File: src/rtl/upe_bitblink.sv
// Serial bit-display engine: captures a result word and shows it one bit per
// PERIOD cycles on a single LED, with a blank gap, done pulse and auto-repeat.
module upe_bitblink #(
    parameter int unsigned WIDTH     = 64,
    parameter int unsigned PERIOD    = 1251,
    parameter int unsigned GAP_BITS  = 4,
    parameter bit          MSB_FIRST = 1'b0
) (
    input  logic                       clk,
    input  logic                       rst_n,
    input  logic                       load,
    input  logic [WIDTH-1:0]           data,
    input  logic                       sign_en,
    input  logic                       sign,
    input  logic                       repeat_en,
    output logic                       ready,
    output logic                       led,
    output logic [$clog2(WIDTH)-1:0]   bit_idx,
    output logic                       frame_done
);

    localparam int unsigned IDX_W   = $clog2(WIDTH);
    localparam int unsigned CNT_W   = (PERIOD > 1) ? $clog2(PERIOD) : 1;
    localparam int unsigned GAP_TOT = GAP_BITS * PERIOD;
    localparam int unsigned GCNT_W  = (GAP_TOT > 1) ? $clog2(GAP_TOT) : 1;
    localparam bit          HAS_GAP = (GAP_BITS != 0);

    localparam logic [IDX_W-1:0]  FIRST_IDX = MSB_FIRST ? IDX_W'(WIDTH - 1) : IDX_W'(0);
    localparam logic [IDX_W-1:0]  LAST_IDX  = MSB_FIRST ? IDX_W'(0) : IDX_W'(WIDTH - 1);
    localparam logic [CNT_W-1:0]  CNT_LAST  = CNT_W'(PERIOD - 1);
    localparam logic [GCNT_W-1:0] GAP_LAST  = GCNT_W'((GAP_TOT > 0) ? GAP_TOT - 1 : 0);

    typedef enum logic [1:0] {
        ST_IDLE  = 2'd0,
        ST_SHIFT = 2'd1,
        ST_GAP   = 2'd2
    } state_t;

    state_t              state;
    logic [WIDTH-1:0]    word;
    logic [CNT_W-1:0]    cnt;
    logic [GCNT_W-1:0]   gcnt;

    logic [WIDTH-1:0]    cap_word_c;
    logic [IDX_W-1:0]    next_idx_c;
    logic                bit_end_c;
    logic                frame_end_c;

    // Captured word with optional sign override of the top bit
    always_comb begin
        cap_word_c = {(sign_en ? sign : data[WIDTH-1]), data[WIDTH-2:0]};
    end

    always_comb begin
        next_idx_c  = MSB_FIRST ? (bit_idx - IDX_W'(1)) : (bit_idx + IDX_W'(1));
        bit_end_c   = (state == ST_SHIFT) && (cnt == CNT_LAST);
        frame_end_c = (bit_end_c && (bit_idx == LAST_IDX) && !HAS_GAP) ||
                      ((state == ST_GAP) && (gcnt == GAP_LAST));
    end

    // Frame sequencer; every output is a register updated here
    always_ff @(posedge clk) begin
        if (!rst_n) begin
            state      <= ST_IDLE;
            word       <= '0;
            cnt        <= '0;
            gcnt       <= '0;
            ready      <= 1'b1;
            led        <= 1'b0;
            bit_idx    <= '0;
            frame_done <= 1'b0;
        end else begin
            frame_done <= 1'b0;
            if (frame_end_c) begin
                // Repeat restarts on the held word in the done cycle itself
                frame_done <= 1'b1;
                cnt        <= '0;
                gcnt       <= '0;
                if (repeat_en) begin
                    state   <= ST_SHIFT;
                    bit_idx <= FIRST_IDX;
                    led     <= word[FIRST_IDX];
                end else begin
                    state <= ST_IDLE;
                    ready <= 1'b1;
                    led   <= 1'b0;
                end
            end else begin
                case (state)
                    ST_IDLE: begin
                        // A load coinciding with the done pulse is dropped
                        if (load && !frame_done) begin
                            state   <= ST_SHIFT;
                            word    <= cap_word_c;
                            bit_idx <= FIRST_IDX;
                            led     <= cap_word_c[FIRST_IDX];
                            cnt     <= '0;
                            ready   <= 1'b0;
                        end
                    end
                    ST_SHIFT: begin
                        if (bit_end_c) begin
                            cnt <= '0;
                            if (bit_idx == LAST_IDX) begin
                                state <= ST_GAP;
                                gcnt  <= '0;
                                led   <= 1'b0;
                            end else begin
                                bit_idx <= next_idx_c;
                                led     <= word[next_idx_c];
                            end
                        end else begin
                            cnt <= cnt + CNT_W'(1);
                        end
                    end
                    ST_GAP: begin
                        gcnt <= gcnt + GCNT_W'(1);
                    end
                    default: begin
                        state <= ST_IDLE;
                        ready <= 1'b1;
                        led   <= 1'b0;
                    end
                endcase
            end
        end
    end

endmodule

File: config.mk
export PLATFORM = sky130hd
export DESIGN_NAME = upe_bitblink
export DESIGN_NICKNAME = d
export VERILOG_FILES = /design/src/rtl/upe_bitblink.sv
export SDC_FILE = /design/constraint.sdc
export NUM_CORES = 1
export LEC_CHECK = 0
export CORE_ASPECT_RATIO = 0.6
export CORE_UTILIZATION = 54
export DETAILED_ROUTE_END_ITERATION = 10
export PLACE_DENSITY = 0.81
export SYNTH_ARGS = -nofsm -noshare
export SYNTH_HDL_FRONTEND = slang
export SYNTH_SLANG_ARGS = --single-unit
File: constraint.sdc
create_clock -name clk -period 3.2 [get_ports clk]
set_input_delay 0.48 -clock clk [delete_from_list [all_inputs] [get_ports clk]]
set_output_delay 0.48 -clock clk [all_outputs]
set_load 0.02 [all_outputs]
==> results of run 1 <==
cell type report:
cell class / count / area [um^2]
clock inverter: 7 / 100.1
tap: 112 / 140.1
fill: 665 / 2600
timing repair buffer: 85 / 828.3
sequential: 99 / 1982
clock buffer: 9 / 225.2
multi-input combinational: 407 / 2686
inverter: 7 / 26.28
per-layer routing:
metal  up-vias  GRT usage
li1       2028          -
met1      1940     0.3459
met2       163     0.4009
met3        16    0.05606
met4         0    0.08069
met5         -          0
per-stage QoR:
| stage | total power [mW] | instances | hold WS, ps | utilization |
|---|---|---|---|---|
| 3_3_place_gp | 1.677 | 710 | 449.2 | 0.6594 |
| 5_1_grt | 2.939 | 726 | 482.4 | 0.6973 |
| 4_1_cts | 2.853 | 726 | 467.2 | 0.6973 |
| 6_report | 2.839 | 726 | 464.0 | 0.6973 |
| 3_5_place_dp | 1.691 | 710 | 457.8 | 0.6594 |
| 2_1_floorplan | 1.537 | 547 | 440.0 | - |
layout by cell type, fill, tap and decap left out, types with 2 or more instances in the layout:
master           count
a21boi_0            65
a21oi_1             12
a22oi_1              5
a311oi_1             3
and3_1               7
and4_1               4
buf_4                7
bufinv_16            2
clkbuf_16            9
clkdlybuf4s50_1     77
clkinv_4             2
dfxtp_1             99
ha_1                 4
inv_1                7
inv_6                2
mux2_2               3
mux2i_1              8
mux4_2              14
nand2_1            143
nand2b_1             4
nand3_1              9
nand3b_1             2
nand4_1              7
nand4b_1             4
nor2_1              31
nor2b_1              7
nor3_1               5
nor3_4               2
nor3b_1              3
o21ai_0             11
o21ai_4              2
o22ai_1              2
o311ai_1             2
or3_1                5
or4b_4               2
xnor2_1              7
xor2_1              10
cells in the mapped netlist, types with 2 or more instances:
master	n
a21boi_0	65
a21oi_1	12
a22oi_1	5
a311oi_1	3
and3_1	7
and4_1	4
buf_2	4
clkbuf_1	28
dfxtp_1	99
ha_1	4
inv_1	7
mux2_2	3
mux2i_1	8
mux4_2	14
nand2_1	143
nand2b_1	4
nand3_1	9
nand3b_1	2
nand4_1	7
nand4b_1	4
nor2_1	31
nor2b_1	7
nor3_1	6
nor3_4	2
nor3b_1	3
o21ai_0	11
o21ai_4	2
o22ai_1	2
o311ai_1	2
or3_1	6
or4b_4	2
xnor2_1	7
xor2_1	10
critical path, delay by kind of cell (launching register included):
kind                       cells  cell delay [ps]
adders and majority gates      1              760
AOI/OAI and AO/OA              1              220
buffers and inverters          1              250
DFF                            1              370
and+or+nand+nor                3              340
muxes                          1              500
flip-flops by register name (all words and copies together) (netlist names):
| signal | cells |
|---|---|
| frame_done | 1 |
| cnt | 11 |
| state | 2 |
| word | 64 |
| ready | 1 |
| bit_idx | 6 |
| led | 1 |
| gcnt | 13 |
report_power, final:
| part | total, mW | switching (mW) | internal [mW] |
|---|---|---|---|
| Sequential | 1.32 | 0.0330 | 1.29 |
| Combinational | 0.344 | 0.166 | 0.178 |
| Clock | 1.18 | 0.484 | 0.692 |
| Total | 2.84 | 0.682 | 2.16 |
worst paths after layout:
check / slack, ps / from / endpoint
worst min-delay path: 460 / word[35] / word[35]
worst min register to register: 460 / word[35] / word[35]
worst max-delay path: 650 / bit_idx[1] / led
worst max register to register: 650 / bit_idx[1] / led
cell families after synthesis:
kind of cell	synth area share
simple gates	0.2486
compound gates	0.1727
flops	0.4102
buf+inv	0.03522
mux	0.08881
xor+xnor	0.03418
fa+ha+maj	0.01036
==> out/qor.csv, run 1 <==
stage,metric,value,unit
clocking,cts_buffers,9,
synthesis,synth_area_per_cell,8.834,um^2
place,place_hpwl,8109,um
clocking,clk_latency,350,ps
place,pre_cts_ws,617.9,ps
sta,fin_tns_setup,0,ps
sta,worstMarginPinSlew,1103,ps
job,cap_viol_max_count,0,
pwr,ir_drop,0.2852,mV
setup_path,worstSetupPathType,reg2reg,
cells_and_area,num_antenna_cells,0,
route,wl_met1,5287,um
synthesis,synthCells,547,
sta,finClkSkew,4.477,ps
sta,setup_ws,647.8,ps
clocking,clockBufferDepth,2,
synthesis,synthFlopType,dfxtp_1,
clocking,post_cts_buffers,0,
sta,fmax,0.3918,GHz
grt,grt_overflow,0,
setup_path,crit_path_cell_trace,ha_1 -> buf_4 -> mux4_2 -> a32oi_1 -> nand4_1 -> nand4_1 -> nand3_1,
grt,grt_max_degree,67,
setup_path,cp_slowest_cell,ha_1,
cells_and_area,area_growth,23.93,%
synthesis,yosys-top-cells-area,"dfxtp_1 (41%), nand2_1 (11%), a21boi_0 (10%)",
synthesis,yosys_warnings,0,
setup_path,cp_common_cell,nand4_1,
floorplan,core,8588,um^2
sta,setup_viol,0,
route,vias,4147,
synthesis,syn_nets,621,
outcome,outcome,completed,
min_path,min_path_type,reg2reg,
route,dr.pass1.iters,4,
route,drt_iter0_markers,371,
place,routabilityCongestion,0.8284,
route,drt_wl_total,11290,um
cells_and_area,nNetsFinal,683,
synthesis,netlist_area,4832,um^2
route,drc,0,
floorplan,rows,26,
clocking,root_buffer,clkbuf_16,
sta,grt_setup_unrepaired,no,
cells_and_area,design_area,5988,um^2
min_path,worstHoldPathCells,2,
floorplan,ios,79,
setup_path,endpoint_kind,flip-flop,
clocking,h-tree-depth,3,
synthesis,async_flop_share,0,
setup_path,arrival,2790,ps
route,ant_nets,0,
pwr,p_leak,2.180,nW
synthesis,synth_top_area_share,0.4102,
floorplan,dieArea,9343,um^2
sta,drv_slew,0,
pwr,power_density,474.1,nW/um^2
clocking,clk_pin_slew_worst_paths,70,ps
floorplan,start_util,0.5626,
sta,fin_crit,2552,ps
clocking,post_cts_resized,0,
clocking,cts_tree,built,
synthesis,yosysSeqAreaShare,0.4102,
route,wl_met3,831,um
synthesis,synth-edff-count,0,
grt,grt_pass1_vias,3872,
setup_path,startpoint_type,flip-flop,
synthesis,yosysUniqueCellTypes,57,
synthesis,synth_top_area_cell,dfxtp_1,
route,via_per_inst,5.712,
clocking,clock-sinks,99,
place,dpl-instance-area,5663,um^2
setup_path,ff2ff_path_depth,7,
setup_path,path_max_fanout,12,
route,routedWlPerCell,15.54,um
grt,gr-usage-all-layers,0.2528,
setup_path,max_stage_delay,760,ps
place,io_buffer_count,78,
sta,fin_crit_sh,0.7976,
clocking,hold_buffers,0,
sta,hold_violations,0,
synthesis,ys_ff_latch,99,
floorplan,die_h,75.28,um
cells_and_area,drive_gt1_frac,0.09609,
route,top_layer,met4,
grt,grt_pass1_wl,18160,um
route,wl_met2,5020,um
setup_path,worstPathRequired,3430,ps
grt,antenna_found_initial,0,
sta,slew_headroom,0.2644,
floorplan,die_width,124.1,um
Note: power is estimated with default switching activity, not from simulation.
==> run 2, diff against run 1 <==
CORE_UTILIZATION = 48   (was 54)
PLACE_DENSITY = 0.76   (was 0.81)
clock period = 2.25 ns   (was 3.2 ns; I/O delays follow)
==> run 2 against run 1 <==
  * Sequential power increased by 42%
  * Combinational power increased by 53%
  * Sequential share of layout area decreased by 1.5 points
  * Largest cell class unchanged
==> out/qor.csv, run 2 (synthesis results as in run 1) <==
stage,metric,value,unit,change
setup_path,path_max_fanout,5,,was 12
route,drt_wl_total,11810,um,"was 11,290 um"
cells_and_area,top_register,word,,unchanged
route,via_per_inst,5.447,,was 5.712
sta,setup_viol,0,,unchanged
sta,worstMarginPinSlew,475.6,ps,was 1103 ps
floorplan,start_util,0.5108,,was 0.5626
cells_and_area,layout_commonest_cell,nand2_1,,unchanged
cells_and_area,stdcell_count,763,,was 726
route,ant_nets,0,,unchanged
pwr,power_density,676.2,nW/um^2,was 474.1 nW/um^2
setup_path,endpoint_kind,flip-flop,,unchanged
floorplan,die_h,79.72,um,was 75.28 um
route,vias,4156,,"was 4,147"
min_path,min_path_type,in2reg,,was reg2reg
min_path,min_from,rst_n,,was word[35]
grt,gr-usage-all-layers,0.2385,,was 0.2528
sta,fin_crit_sh,0.9642,,was 0.7976
clocking,hold_buffers,0,,unchanged
sta,slew_headroom,0.6818,,was 0.2644
floorplan,die_width,131.5,um,was 124.1 um
clocking,h-tree-depth,3,,unchanged
cells_and_area,largest_register_ffs,64,,unchanged
place,place_hpwl,8356,um,was 8109 um
route,drc,0,,unchanged
sta,fmax,0.4609,GHz,was 0.3918 GHz
clocking,clock-sinks,99,,unchanged
place,routabilityCongestion,0.8902,,was 0.8284
grt,grt_pass1_wl,19820,um,"was 18,160 um"
job,cap_viol_max_count,0,,unchanged
floorplan,rows,27,,was 26
setup_path,timing.rr.start,cnt[4],,was bit_idx[1]
cells_and_area,num_antenna_cells,0,,unchanged
grt,grt_pass1_vias,4077,,"was 3,872"
sta,drv_slew,0,,unchanged
outcome,outcome,completed,,unchanged
cells_and_area,largestRegisters,"word: 64 flops, gcnt: 13 flops, cnt: 11 flops",,unchanged
setup_path,startpoint,cnt[4],,was bit_idx[1]
setup_path,worstPathRequired,2530,ps,was 3430 ps
cells_and_area,nNetsFinal,702,,was 683
floorplan,ios,79,,unchanged
grt,grt_max_degree,64,,was 67
route,drt_iter0_markers,266,,was 371
cells_and_area,drive_gt1_frac,0.1359,,was 0.09609
cells_and_area,layout_common_cells,"nand2_1 (143), dfxtp_1 (97), clkdlybuf4s50_1 (77)",,"was nand2_1 (143), dfxtp_1 (99), clkdlybuf4s50_1 (77)"
clocking,clk_pin_slew_worst_paths,70,ps,about the same
pwr,p_total,4.251,mW,was 2.839 mW
place,io_buffer_count,78,,unchanged
clocking,root_buffer,clkbuf_16,,unchanged
grt,grt_overflow,0,,unchanged
setup_path,arrival,2450,ps,was 2790 ps
floorplan,dieArea,10490,um^2,was 9343 um^2
cells_and_area,area_growth,30.09,%,was 23.93%
clocking,cts_buffers,9,,unchanged
sta,hold_violations,0,,unchanged
pwr,ir_drop,0.3925,mV,was 0.2852 mV
sta,finClkSkew,7.468,ps,was 4.477 ps
floorplan,core,9459,um^2,was 8588 um^2
setup_path,worstSetupPathType,reg2reg,,unchanged
clocking,clk_latency,340,ps,was 350 ps
clocking,clockBufferDepth,2,,unchanged
clocking,cts_tree,built,,unchanged
place,dpl-instance-area,5826,um^2,was 5663 um^2
sta,fin_crit,2170,ps,was 2552 ps
setup_path,startpoint_type,flip-flop,,unchanged
route,dr.pass1.iters,4,,unchanged
route,routedWlPerCell,15.48,um,was 15.54 um
pwr,p_leak,2.322,nW,was 2.180 nW
grt,antenna_found_initial,0,,unchanged
place,dp.cells,743,,was 710
cells_and_area,design_area,6286,um^2,was 5988 um^2
[run 2: per-layer routing]
layer	up-vias	GRT usage	share of wire
met5	-	0	0
li1	2060	-	-
met4	0	0.05930	0.0091
met3	10	0.05333	0.059
met2	142	0.3757	0.43
met1	1944	0.3316	0.50
[run 2: power breakdown]
part	internal (mW)	switching [mW]
combinational	0.279	0.245
clock	1.20	0.652
sequential	1.83	0.0481
total	3.31	0.945
[run 2: worst max-delay path: stages, from the launching register on]
cell and delay [ps]:
dfxtp_4 340, or4b_4 570, nor3_4 270, a31oi_4 140
nand4bb_4 270, or3_4 400, a21oi_2 110
[run 2: area by class of cell]
cell class                 count  area (um^2)
sequential                    99         1987
fill                         734         3173
clock inverter                 7        140.1
clock buffer                   9        225.2
multi-input combinational    407         2749
tap                          130        162.7
inverter                       7        26.28
timing repair buffer         104        996.0
[run 2: through the flow]
stage | setup TNS (ps) | worst slack, ps | util | hold slack, ps
floorplan | 0 | 14.02 | - | 440.0
global placement | 0 | 50.63 | 0.6159 | 446.5
detailed placement | 0 | 37.22 | 0.6159 | 456.6
CTS | 0 | 47.30 | 0.6545 | 348.8
global route | -0.8547 | -0.8547 | 0.6646 | 385.8
finish | 0 | 80.48 | 0.6646 | 375.3
[run 2: what timing repair did]
item / CTS / global route
resized for setup: 0 / 12
setup buffers: 0 / 4
endpoints found under the hold margin: 0 / 0
setup endpoints to repair: 0 / 5
[run 2: worst paths after layout]
| check | end | slack [ps] | cells after the start |
|---|---|---|---|
| max | gcnt[12] | 80 | 6 |
| min | gcnt[0] | 380 | 3 |
| max reg2reg | gcnt[12] | 80 | 6 |
| min reg2reg | word[4] | 460 | 2 |
==> run 3, diff against run 2 <==
CORE_UTILIZATION = 55   (was 48)
DONT_BUFFER_PORTS = 1   (was not set)
PLACE_DENSITY = 0.73   (was 0.76)
==> run 3 against run 2 <==
  * Critical path depth unchanged
  * Register-to-register slack worse by 30 ps
  * Clock skew about the same
  * Clock power down 14%
  * Via count down 7.3%
  * Hold slack worse by 290 ps
  * Sequential power about the same
  * Worst setup slack worse by 32 ps
  * Power down 9.9%
  * Sequential share of layout area up 5.0 points
  * Core utilization down 3.0 points
  * Critical path type unchanged
  * Critical endpoint is now bit_idx[4]
  * Highest routed layer unchanged
==> out/qor.csv, run 3 (synthesis results as in run 1) <==
stage,metric,value,unit,change
pwr,p_leak,1.994,nW,was 2.322 nW
grt,grt_overflow,0,,unchanged
route,drt_iter0_markers,261,,was 266
pwr,ir_drop,0.4310,mV,was 0.3925 mV
setup_path,path_max_fanout,7,,was 5
cells_and_area,drive_gt1_frac,0.1454,,was 0.1359
floorplan,start_util,0.5669,,was 0.5108
route,ant_nets,0,,unchanged
sta,fin_crit,2201,ps,was 2170 ps
clocking,clock-sinks,99,,unchanged
floorplan,rows,26,,was 27
setup_path,endpoint_kind,flip-flop,,unchanged
place,io_buffer_count,0,,was 78
min_path,min_path_type,in2reg,,unchanged
grt,gr-usage-all-layers,0.2469,,was 0.2385
setup_path,crit_path_cell_trace,or4b_4 -> o41ai_4 -> or2_4 -> o21ai_4 -> or3_1 -> a21boi_1,,was or4b_4 -> nor3_4 -> a31oi_4 -> nand4bb_4 -> or3_4 -> a21oi_2
floorplan,die_h,74.61,um,was 79.72 um
cells_and_area,largest_register_ffs,64,,unchanged
clocking,cts_buffers,9,,unchanged
job,cap_viol_max_count,0,,unchanged
route,vias,3853,,"was 4,156"
route,drc,0,,unchanged
place,pre_cts_ws,88.06,ps,was 37.22 ps
setup_path,cp_num_buf_inv,0,,unchanged
route,dr.pass1.iters,4,,unchanged
cells_and_area,design_area,5406,um^2,was 6286 um^2
sta,setup_ws,48.80,ps,was 80.48 ps
floorplan,dieArea,9177,um^2,"was 10,490 um^2"
sta,fmax,0.4543,GHz,was 0.4609 GHz
sta,hold_violations,0,,unchanged
cells_and_area,top_register,word,,unchanged
clocking,clockBufferDepth,2,,unchanged
grt,grt_pass1_wl,17280,um,"was 19,820 um"
cells_and_area,area_growth,11.89,%,was 30.09%
setup_path,max_stage_delay,570,ps,about the same
place,dpl-instance-area,5037,um^2,was 5826 um^2
setup_path,crit_family,simple AND/OR/NAND/NOR gates,,unchanged
sta,finClkSkew,7.868,ps,was 7.468 ps
sta,grt_setup_unrepaired,yes,,
place,routabilityCongestion,0.8697,,was 0.8902
route,drt_wl_total,10930,um,"was 11,810 um"
clocking,h-tree-depth,3,,unchanged
grt,gr-max-usage-layer,met1,,was met2
setup_path,cp_slowest_cell,or4b_4,,unchanged
pwr,power_density,708.5,nW/um^2,was 676.2 nW/um^2
place,place_hpwl,7718,um,was 8356 um
clocking,cts_tree,built,,unchanged
floorplan,ios,79,,unchanged
cells_and_area,final_util,0.6343,,was 0.6646
cells_and_area,layout_common_cells,"nand2_1 (143), dfxtp_1 (99), a21boi_0 (65)",,"was nand2_1 (143), dfxtp_1 (97), clkdlybuf4s50_1 (77)"
grt,grt_pass1_vias,3462,,"was 4,077"
route,routedWlPerCell,16.34,um,was 15.48 um
sta,setup_viol,0,,unchanged
sta,slew_headroom,0.5846,,was 0.6818
sta,fin_crit_sh,0.9783,,was 0.9642
route,via_per_inst,5.759,,was 5.447
grt,global_route.usage.met3,0.07055,,was 0.05333
setup_path,startpoint_type,flip-flop,,unchanged
floorplan,core,8523,um^2,was 9459 um^2
grt,met2_usage,0.3527,,was 0.3757
clocking,clk_pin_slew_worst_paths,70,ps,about the same
grt,antenna_found_initial,0,,unchanged
cells_and_area,nNetsFinal,626,,was 702
cells_and_area,layout_commonest_cell,nand2_1,,unchanged
grt,grt_max_degree,77,,was 64
cells_and_area,num_antenna_cells,0,,unchanged
cells_and_area,largestRegisters,"word: 64 flops, gcnt: 13 flops, cnt: 11 flops",,unchanged
setup_path,worstPathRequired,2530,ps,about the same
setup_path,worstSetupPathType,reg2reg,,unchanged
floorplan,die_width,123.0,um,was 131.5 um
setup_path,arrival,2480,ps,was 2450 ps
sta,fin_tns_setup,0,ps,unchanged
clocking,hold_buffers,0,,unchanged
clocking,clk_latency,350,ps,was 340 ps
outcome,outcome,completed,,unchanged
sta,worstMarginPinSlew,623.1,ps,was 475.6 ps
sta,drv_slew,0,,unchanged
grt,grt_util_met1,0.3678,,was 0.3316
clocking,root_buffer,clkbuf_16,,unchanged
-- run 3: cell types whose count changed in the layout (fill, tap and decap cells not counted), moves of 2 or more --
cell | previous run | this run
buf_4 | 24 | 27
dfxtp_1 | 97 | 99
clkinv_4 | 0 | 2
bufinv_16 | 4 | 1
inv_6 | 0 | 2
clkdlybuf4s50_1 | 77 | 0
-- run 3: metal layers --
layer  part of all wire  vias to the layer above
met5                  0                        -
met4             0.0088                        0
met3              0.072                       11
met2               0.43                      115
met1               0.49                     1809
li1                   -                     1918
-- run 3: area by class of cell --
cell class / instances / area (um^2)
Inverter: 7 / 26.28
Clock buffer: 10 / 239.0
Multi-Input combinational cell: 407 / 2724
Tap cell: 112 / 140.1
Fill cell: 732 / 3117
Clock inverter: 6 / 72.57
Sequential cell: 99 / 1982
Timing Repair Buffer: 28 / 222.7
-- run 3: worst register-to-register path, delay by kind of cell, from the launching register on --
family / cells / cell delay (ps)
compound gates: 3 / 640
flops: 1 / 350
simple gates: 3 / 1160
-- run 3: worst paths after layout --
| check | slack [ps] | depth (start not counted) | end | start |
|---|---|---|---|---|
| setup reg to reg | 50 | 6 | bit_idx[4] | cnt[4] |
| setup / recovery | 50 | 6 | bit_idx[4] | cnt[4] |
| hold / removal | 90 | 1 | ready | rst_n |
| hold reg to reg | 470 | 2 | word[9] | word[9] |
-- run 3: where the power goes --
| part | internal [mW] | total [mW] | switching, mW |
|---|---|---|---|
| clock | 0.904 | 1.59 | 0.685 |
| combinational | 0.164 | 0.362 | 0.198 |
| sequential | 1.83 | 1.88 | 0.0497 |
| total | 2.90 | 3.83 | 0.932 |
-- run 3: what timing repair did --
item	in CTS	in global routing
setup buffers	0	3
gates resized for setup	0	5
setup endpoints to repair	0	6
-- run 3: metrics by stage --
stage	power (mW)	cells	hold WS, ps
finish	3.831	669	87.29
floorplan	2.189	547	440.0
global route	3.974	669	85.00
global placement	2.257	650	425.0
CTS	3.849	666	75.85
detailed placement	2.272	650	435.7
